### src/rtl/keccak_squeeze_ctrl_if.sv
// Output word stream of the Keccak squeeze sequencer.
// One 64-bit byte-ordered word per valid/ready handshake, with a byte-valid
// mask and a flag marking the final word of the squeeze.
interface keccak_squeeze_ctrl_if;
    logic [63:0] o_data;
    logic [7:0]  o_keep;
    logic        o_last;
    logic        o_valid;
    logic        i_ready;

    modport master (
        output o_data,
        output o_keep,
        output o_last,
        output o_valid,
        input  i_ready
    );

    modport slave (
        input  o_data,
        input  o_keep,
        input  o_last,
        input  o_valid,
        output i_ready
    );
endinterface

### src/rtl/keccak_squeeze_ctrl.sv
// Keccak squeeze-phase sequencer.
// Walks the rate lanes of the state in order, byte-swaps each lane into
// little-endian output order (store64) and streams the words out, requesting
// a permutation whenever the rate portion is used up and more bytes remain.
// Optional build macro: KECCAK_SQZ_INITPERM_EN -- when defined, every
// non-empty squeeze starts with a permutation before the first lane read.
module keccak_squeeze_ctrl #(
    parameter  int BW_DATA = 64,
    parameter  int NLANE   = 25,
    localparam int AW      = $clog2(NLANE),
    localparam int NB      = BW_DATA / 8
) (
    input  logic               i_clk,
    input  logic               i_rst,
    input  logic               i_start,
    input  logic [4:0]         i_rate,
    input  logic [15:0]        i_nbytes,
    output logic               o_busy,
    output logic               o_lane_rd,
    output logic [AW-1:0]      o_lane_addr,
    input  logic [BW_DATA-1:0] i_lane_data,
    output logic               o_perm_start,
    input  logic               i_perm_done,
    output logic               o_done,
    keccak_squeeze_ctrl_if.master m_out
);

    typedef enum logic [2:0] {
        IDLE,
        READ,
        CAPT,
        OUT,
        PERM,
        DONE
    } state_t;

    state_t              r_state;
    state_t              w_next;
    logic [AW-1:0]       r_lane;
    logic [AW-1:0]       r_rate;
    logic [15:0]         r_remain;
    logic                r_permSent;
    logic [4:0]          w_rateClamp;
    logic                w_lastLane;
    logic [BW_DATA-1:0]  w_swapped;
    logic [BW_DATA-1:0]  w_masked;
    logic [NB-1:0]       w_keep;

    // Byte k of the lane (bits 8k+7:8k) lands in the k-th byte from the top.
    function automatic logic [BW_DATA-1:0] store64(input logic [BW_DATA-1:0] lane);
        logic [BW_DATA-1:0] swapped;
        swapped = '0;
        for (int k = 0; k < NB; k++) begin
            swapped[BW_DATA-1-8*k -: 8] = lane[8*k +: 8];
        end
        return swapped;
    endfunction

    assign w_rateClamp = ((i_rate == 5'd0) || (i_rate > 5'd21)) ? 5'd21 : i_rate;
    assign w_lastLane  = (r_lane == (r_rate - AW'(1)));
    assign w_swapped   = store64(i_lane_data);

    // Byte-valid mask from the remaining count; bytes past the end are zeroed.
    always_comb begin
        w_keep   = '0;
        w_masked = '0;
        for (int k = 0; k < NB; k++) begin
            if (16'(k) < r_remain) begin
                w_keep[k] = 1'b1;
                w_masked[BW_DATA-1-8*k -: 8] = w_swapped[BW_DATA-1-8*k -: 8];
            end
        end
    end

    // State register.
    always_ff @(posedge i_clk) begin
        if (i_rst) begin
            r_state <= IDLE;
        end else begin
            r_state <= w_next;
        end
    end

    // Next-state decode; start is only looked at in IDLE so a busy start is ignored.
    always_comb begin
        w_next = r_state;
        case (r_state)
            IDLE: begin
                if (i_start) begin
                    if (i_nbytes == 16'd0) begin
                        w_next = DONE;
                    end else begin
`ifdef KECCAK_SQZ_INITPERM_EN
                        w_next = PERM;
`else
                        w_next = READ;
`endif
                    end
                end
            end
            READ: w_next = CAPT;
            CAPT: w_next = OUT;
            OUT: begin
                if (m_out.i_ready) begin
                    if (m_out.o_last) begin
                        w_next = DONE;
                    end else if (w_lastLane) begin
                        w_next = PERM;
                    end else begin
                        w_next = READ;
                    end
                end
            end
            PERM: begin
                if (i_perm_done) begin
                    w_next = READ;
                end
            end
            DONE:    w_next = IDLE;
            default: w_next = IDLE;
        endcase
    end

    // Control outputs decoded from the current state.
    always_comb begin
        o_busy        = (r_state != IDLE);
        o_lane_rd     = (r_state == READ);
        o_lane_addr   = (r_state == READ) ? r_lane : '0;
        o_perm_start  = (r_state == PERM) && !r_permSent;
        m_out.o_valid = (r_state == OUT);
        o_done        = (r_state == DONE);
    end

    // Datapath: rate/byte counter/lane index bookkeeping and the output word register.
    always_ff @(posedge i_clk) begin
        if (i_rst) begin
            r_lane       <= '0;
            r_rate       <= '0;
            r_remain     <= '0;
            r_permSent   <= 1'b0;
            m_out.o_data <= '0;
            m_out.o_keep <= '0;
            m_out.o_last <= 1'b0;
        end else begin
            r_permSent <= (r_state == PERM);
            case (r_state)
                IDLE: begin
                    if (i_start) begin
                        r_rate   <= AW'(w_rateClamp);
                        r_remain <= i_nbytes;
                        r_lane   <= '0;
                    end
                end
                CAPT: begin
                    m_out.o_data <= w_masked;
                    m_out.o_keep <= w_keep;
                    m_out.o_last <= (r_remain <= 16'd8);
                end
                OUT: begin
                    if (m_out.i_ready) begin
                        r_remain <= (r_remain > 16'd8) ? (r_remain - 16'd8) : 16'd0;
                        if (!m_out.o_last) begin
                            r_lane <= w_lastLane ? '0 : (r_lane + AW'(1));
                        end
                    end
                end
                default: begin
                end
            endcase
        end
    end

endmodule

### src/flat_wrapper.sv
// flat-port wrapper written by rule: the top's interface ports become plain ports
module keccak_squeeze_ctrl_flat 
#(
    parameter  int BW_DATA = 64,
    parameter  int NLANE   = 25,
    localparam int AW      = $clog2(NLANE),
    localparam int NB      = BW_DATA / 8
)
  (i_clk, i_rst, i_start, i_rate, i_nbytes, o_busy, o_lane_rd, o_lane_addr, i_lane_data, o_perm_start, i_perm_done, o_done, m_out_o_data, m_out_o_keep, m_out_o_last, m_out_o_valid, m_out_i_ready);
  keccak_squeeze_ctrl_if m_out_i ();
  input  logic i_clk;
  input  logic i_rst;
  input  logic i_start;
  input  logic [4:0] i_rate;
  input  logic [15:0] i_nbytes;
  output logic o_busy;
  output logic o_lane_rd;
  output logic [AW-1:0] o_lane_addr;
  input  logic [BW_DATA-1:0] i_lane_data;
  output logic o_perm_start;
  input  logic i_perm_done;
  output logic o_done;
  output wire logic [$bits(m_out_i.o_data)-1:0] m_out_o_data;
  output wire logic [$bits(m_out_i.o_keep)-1:0] m_out_o_keep;
  output wire logic [$bits(m_out_i.o_last)-1:0] m_out_o_last;
  output wire logic [$bits(m_out_i.o_valid)-1:0] m_out_o_valid;
  input wire logic [$bits(m_out_i.i_ready)-1:0] m_out_i_ready;
  assign m_out_o_data = m_out_i.o_data;
  assign m_out_o_keep = m_out_i.o_keep;
  assign m_out_o_last = m_out_i.o_last;
  assign m_out_o_valid = m_out_i.o_valid;
  assign m_out_i.i_ready = m_out_i_ready;
  keccak_squeeze_ctrl #(.BW_DATA(BW_DATA), .NLANE(NLANE)) u_core (.i_clk(i_clk), .i_rst(i_rst), .i_start(i_start), .i_rate(i_rate), .i_nbytes(i_nbytes), .o_busy(o_busy), .o_lane_rd(o_lane_rd), .o_lane_addr(o_lane_addr), .i_lane_data(i_lane_data), .o_perm_start(o_perm_start), .i_perm_done(i_perm_done), .o_done(o_done), .m_out(m_out_i));
endmodule
### config.mk
export PLATFORM = sky130hd
export DESIGN_NAME = keccak_squeeze_ctrl_flat
export DESIGN_NICKNAME = d
export VERILOG_FILES = /design/src/rtl/keccak_squeeze_ctrl_if.sv /design/src/rtl/keccak_squeeze_ctrl.sv /design/src/flat_wrapper.sv
export SDC_FILE = /design/constraint.sdc
export NUM_CORES = 1
export LEC_CHECK = 0
export CAP_MARGIN = 0
export CORE_MARGIN = 2
export CORE_UTILIZATION = 26
export DETAILED_ROUTE_END_ITERATION = 8
export GPL_TIMING_DRIVEN = 0
export PLACE_DENSITY = 0.55
export SLEW_MARGIN = 20
export SYNTH_ARGS = -nofsm -noshare
export SYNTH_HDL_FRONTEND = slang
export SYNTH_SLANG_ARGS = --single-unit
export TNS_END_PERCENT = 5
### constraint.sdc
create_clock -name i_clk -period 5.2 [get_ports i_clk]
set_clock_uncertainty 0.2 [all_clocks]
set_input_delay 1.3 -clock i_clk [delete_from_list [all_inputs] [get_ports i_clk]]
set_output_delay 1.3 -clock i_clk [all_outputs]
set_load 0.005 [all_outputs]
==> impl_summary.txt <==
----------------------------------------------------
[Floorplanning]
  Core Area ... 16000 um2
  Die height ... 132 um
  Area of the die ... 17500 um2
  Number of top-level pins ... 173
  Number of rows created at floorplan ... 46
  Die width ... 132 um
  Initial core utilization ... 0.267

[CTS]
  Post-CTS clock slew at the launch and capture registers of the worst setup and hold paths ... 0.06 ns
  Level count of the clock H-tree ... 3
  Sink Count ... 103
  Clk buf depth ... 2
  Number of buffers inserted for hold repair after clock tree synthesis ... 0
  Resized Gates After CTS ... 0
  CTS tree ... built
  Num CTS Buffers ... 9
  Post-CTS Setup Bufs ... 0
  Clock tree root buffer cell ... clkbuf_16
  Clk_lat worst skew ... 0.35 ns

[Setup path]
  Reg2Reg Capture Point ... u_core.m_out.o_data[19]
  Crit path launch ... u_core.r_state[0]
  Slowest CP cell ... clkdlybuf4s50_1
  Critical Path AT ... 2.42 ns
  Depth of the worst register-to-register path ... 6
  Maximum fanout count along the critical path ... 10
  Worst R2R Setup Slack ... 2.51 ns
  Kind of end point of the critical path ... output pin
  Cell-by-cell trace of the critical path ... buf_1, inv_1, nor3_1, and2_1, clkdlybuf4s50_1
  CP Launch Type ... flip-flop
  Type of the worst setup path ... flip-flop to output pin
  Critical Path End ... o_lane_addr[0]
  Data required time at the worst endpoint ... 3.70 ns
  Reg-to-reg startpoint ... u_core.r_remain[11]
  Slowest cell delay on critical path ... 0.51 ns

[Pwr]
  Pwr/cell area ... 296 nW/um2
  Peak ir drop on the vdd network ... 0.162 mV
  P_leak ... 2.33 nW

[Status]
  Outcome ... complete, no violations

[Job]
  Max cap viols ... 0

[Synth]
  Portion of synthesized cell area occupied by the leading cell type ... 0.482
  Sequential area share after synthesis ... 0.482
  Post-synthesis instance total ... 464
  Synth Area in Compound Gates ... 0.267
  Multiplexer fraction of the synthesized cell area ... 0
  Syn Std Cell Area ... 4280 um2
  Area fraction in and, or, nand and nor cells after synthesis ... 0.184
  Combinational family with the most area after synthesis ... compound AO/OA/AOI/OAI gates
  Post-Syn Nets ... 558
  Top_reg_cell synth ... dfxtp_1
  Share of flip-flops with an asynchronous set or reset after synthesis ... 0
  Unique cell type count in the Yosys netlist ... 59
  Yosys warning total ... 0
  Post-Synth XOR/XNOR Area ... 0.0143
  Post-synthesis register bit count ... 103
  Post-Syn Area per Cell ... 9.21 um2
  Number of flops mapped to enable cells by yosys ... 0
  Cell taking the most area after synthesis ... dfxtp_1
  Largest cells by area after synthesis ... dfxtp_1 (48%), a22o_1 (8.0%), nor2_1 (5.4%)
  Post-synthesis share of cell area spent on full adders, half adders and majority gates ... 0.0117

[Placed design]
  Port Buffers ... 171
  DP Worst Slack ... 1.34 ns
  Total half-perimeter wirelength after legalization and detailed placement ... 11000 um
  Routability Congestion ... 0.812

[Cells and area]
  Most frequent cells in the layout ... clkdlybuf4s50_1 (171), dfxtp_1 (103), nor2_1 (61)
  Layout area overhead ... 52.7%
  Count of nets after finishing ... 740
  Number of antenna cells inserted ... 0
  Most common cell after layout, fill and taps aside ... clkdlybuf4s50_1
  Layout cells sized above 1 ... 0.0431

[Timing]
  Final Max Slew Viols ... 0
  Crit path time final ... 3.92 ns
  Relative max-transition margin ... 0.324
  Final setup fails ... 0
  Final period utilization ... 0.754
  Unrepaired setup endpoints after global routing ... false
  Final Worst Setup Slack ... 1.28 ns
  Number of hold-slack violations in the final timing report ... 0
  Actual slew at the worst max-slew pin ... 1.01 ns
  Setup TNS ... 0 ns
  Max Freq ... 255 MHz

[Global route]
  Via count of the first global-routing pass ... 4297
  First-pass GRT wire length ... 22900 um
  Largest net degree at the start of global routing ... 17
  GR Util All Layers ... 0.163
  Total global routing overflow ... 0
  Number of antenna violations at the first check in global routing ... 0

[Route]
  Final antenna-violating net count ... 0
  Initial DRT Pass Iterations ... 5
  Average vias per placed instance ... 5.04
  DRC marker count from the first detailed-route iteration ... 202
  Final wirelength ... 14500 um
  Number of DRC violations after detailed routing ... 0
  Post-DR wirelength/cell ... 16.7 um
  Total via count after detailed routing ... 4359

[Worst hold path]
  Worst min-delay path class ... flip-flop to flip-flop

----------------------------------------------------
==> cell type report <==
type	instances	area, um2
buffer	27	110
clock buffer	9	225
clock inverter	5	37.5
fill	1624	9470
inverter	17	63.8
multi-input combinational	317	2050
sequential	103	2060
tap	216	270
timing repair buffer	171	1710
==> registers in the layout (all words and copies together), names as in the netlist <==
register,cells
u_core.m_out.o_data,64
u_core.r_remain,16
u_core.m_out.o_keep,8
u_core.r_lane,5
u_core.r_rate,5
u_core.r_state,3
u_core.m_out.o_last,1
u_core.r_permSent,1
==> synthesized netlist by cell type (3+ instances only) <==
cell and number:
dfxtp_1 103, nor2_1 61, a22o_1 39, a22oi_1 29
nand2_1 23, a21oi_1 21, clkbuf_1 20, inv_1 16
nor3_1 14, a211oi_1 13, o21ai_0 12, nor4_1 11
and2_1 7, nand4_1 7, a31oi_1 6, nand3_1 6
buf_1 5, a221oi_1 4, a32oi_1 4, ha_1 4
xnor2_1 4, a21o_1 3, or3_1 3, xor2_1 3
==> per-stage QoR <==
step	utilization	area, um2	hold slack [ns]	instances	power, mW
after floorplan	-	4280	0.245	464	1.10
after global routing	0.408	6530	0.284	865	2.04
after global placement	0.391	6260	0.236	851	1.32
after CTS	0.407	6520	0.259	865	1.95
after detailed placement	0.391	6260	0.243	851	1.33
final	0.408	6530	0.259	865	1.93
==> kinds of logic (layout without fill, tap and decap cells) <==
| kind of cell | count (synthesis) | count (layout) |
|---|---|---|
| AND/OR/NAND/NOR | 155 | 155 |
| AO/OA/AOI/OAI | 151 | 151 |
| buffers and inverters | 44 | 229 |
| flip-flops | 103 | 103 |
| XOR/XNOR | 7 | 7 |
| adder cells (fa/ha/maj) | 4 | 4 |
==> per-layer routing <==
metal | track usage | up-vias | wire [um]
met5 | 0 | - | 0
met4 | 0.0591 | 0 | 286
met3 | 0.0415 | 22 | 904
met2 | 0.272 | 178 | 6900
met1 | 0.203 | 2059 | 6370
li1 | - | 2100 | -
==> report_power, final <==
| part | switching, mW | internal (mW) | leakage [nW] | total [mW] |
|---|---|---|---|---|
| combinational | 0.209 | 0.219 | 1.37 | 0.429 |
| clock | 0.299 | 0.320 | 0.123 | 0.620 |
| sequential | 0.0401 | 0.844 | 0.840 | 0.884 |
==> worst min path at each step <==
stage,from,to,slack (ns),depth (start not counted)
after detailed placement,u_core.m_out.o_keep[0],u_core.m_out.o_keep[0],0.24,1
after floorplan,u_core.r_rate[1],u_core.r_rate[1],0.25,2
after global placement,u_core.m_out.o_keep[1],u_core.m_out.o_keep[1],0.24,1
after global routing,u_core.m_out.o_keep[0],u_core.m_out.o_keep[0],0.28,1
final,u_core.m_out.o_keep[1],u_core.m_out.o_keep[1],0.26,1
after CTS,u_core.m_out.o_keep[0],u_core.m_out.o_keep[0],0.26,1
==> critical path: cells and delay by family (launching register included) <==
kind	cells	cell delay, ns
buffers and inverters	3	0.98
flip-flops	1	0.40
AND/OR/NAND/NOR	2	0.70
(Power assumes the default switching activity.)
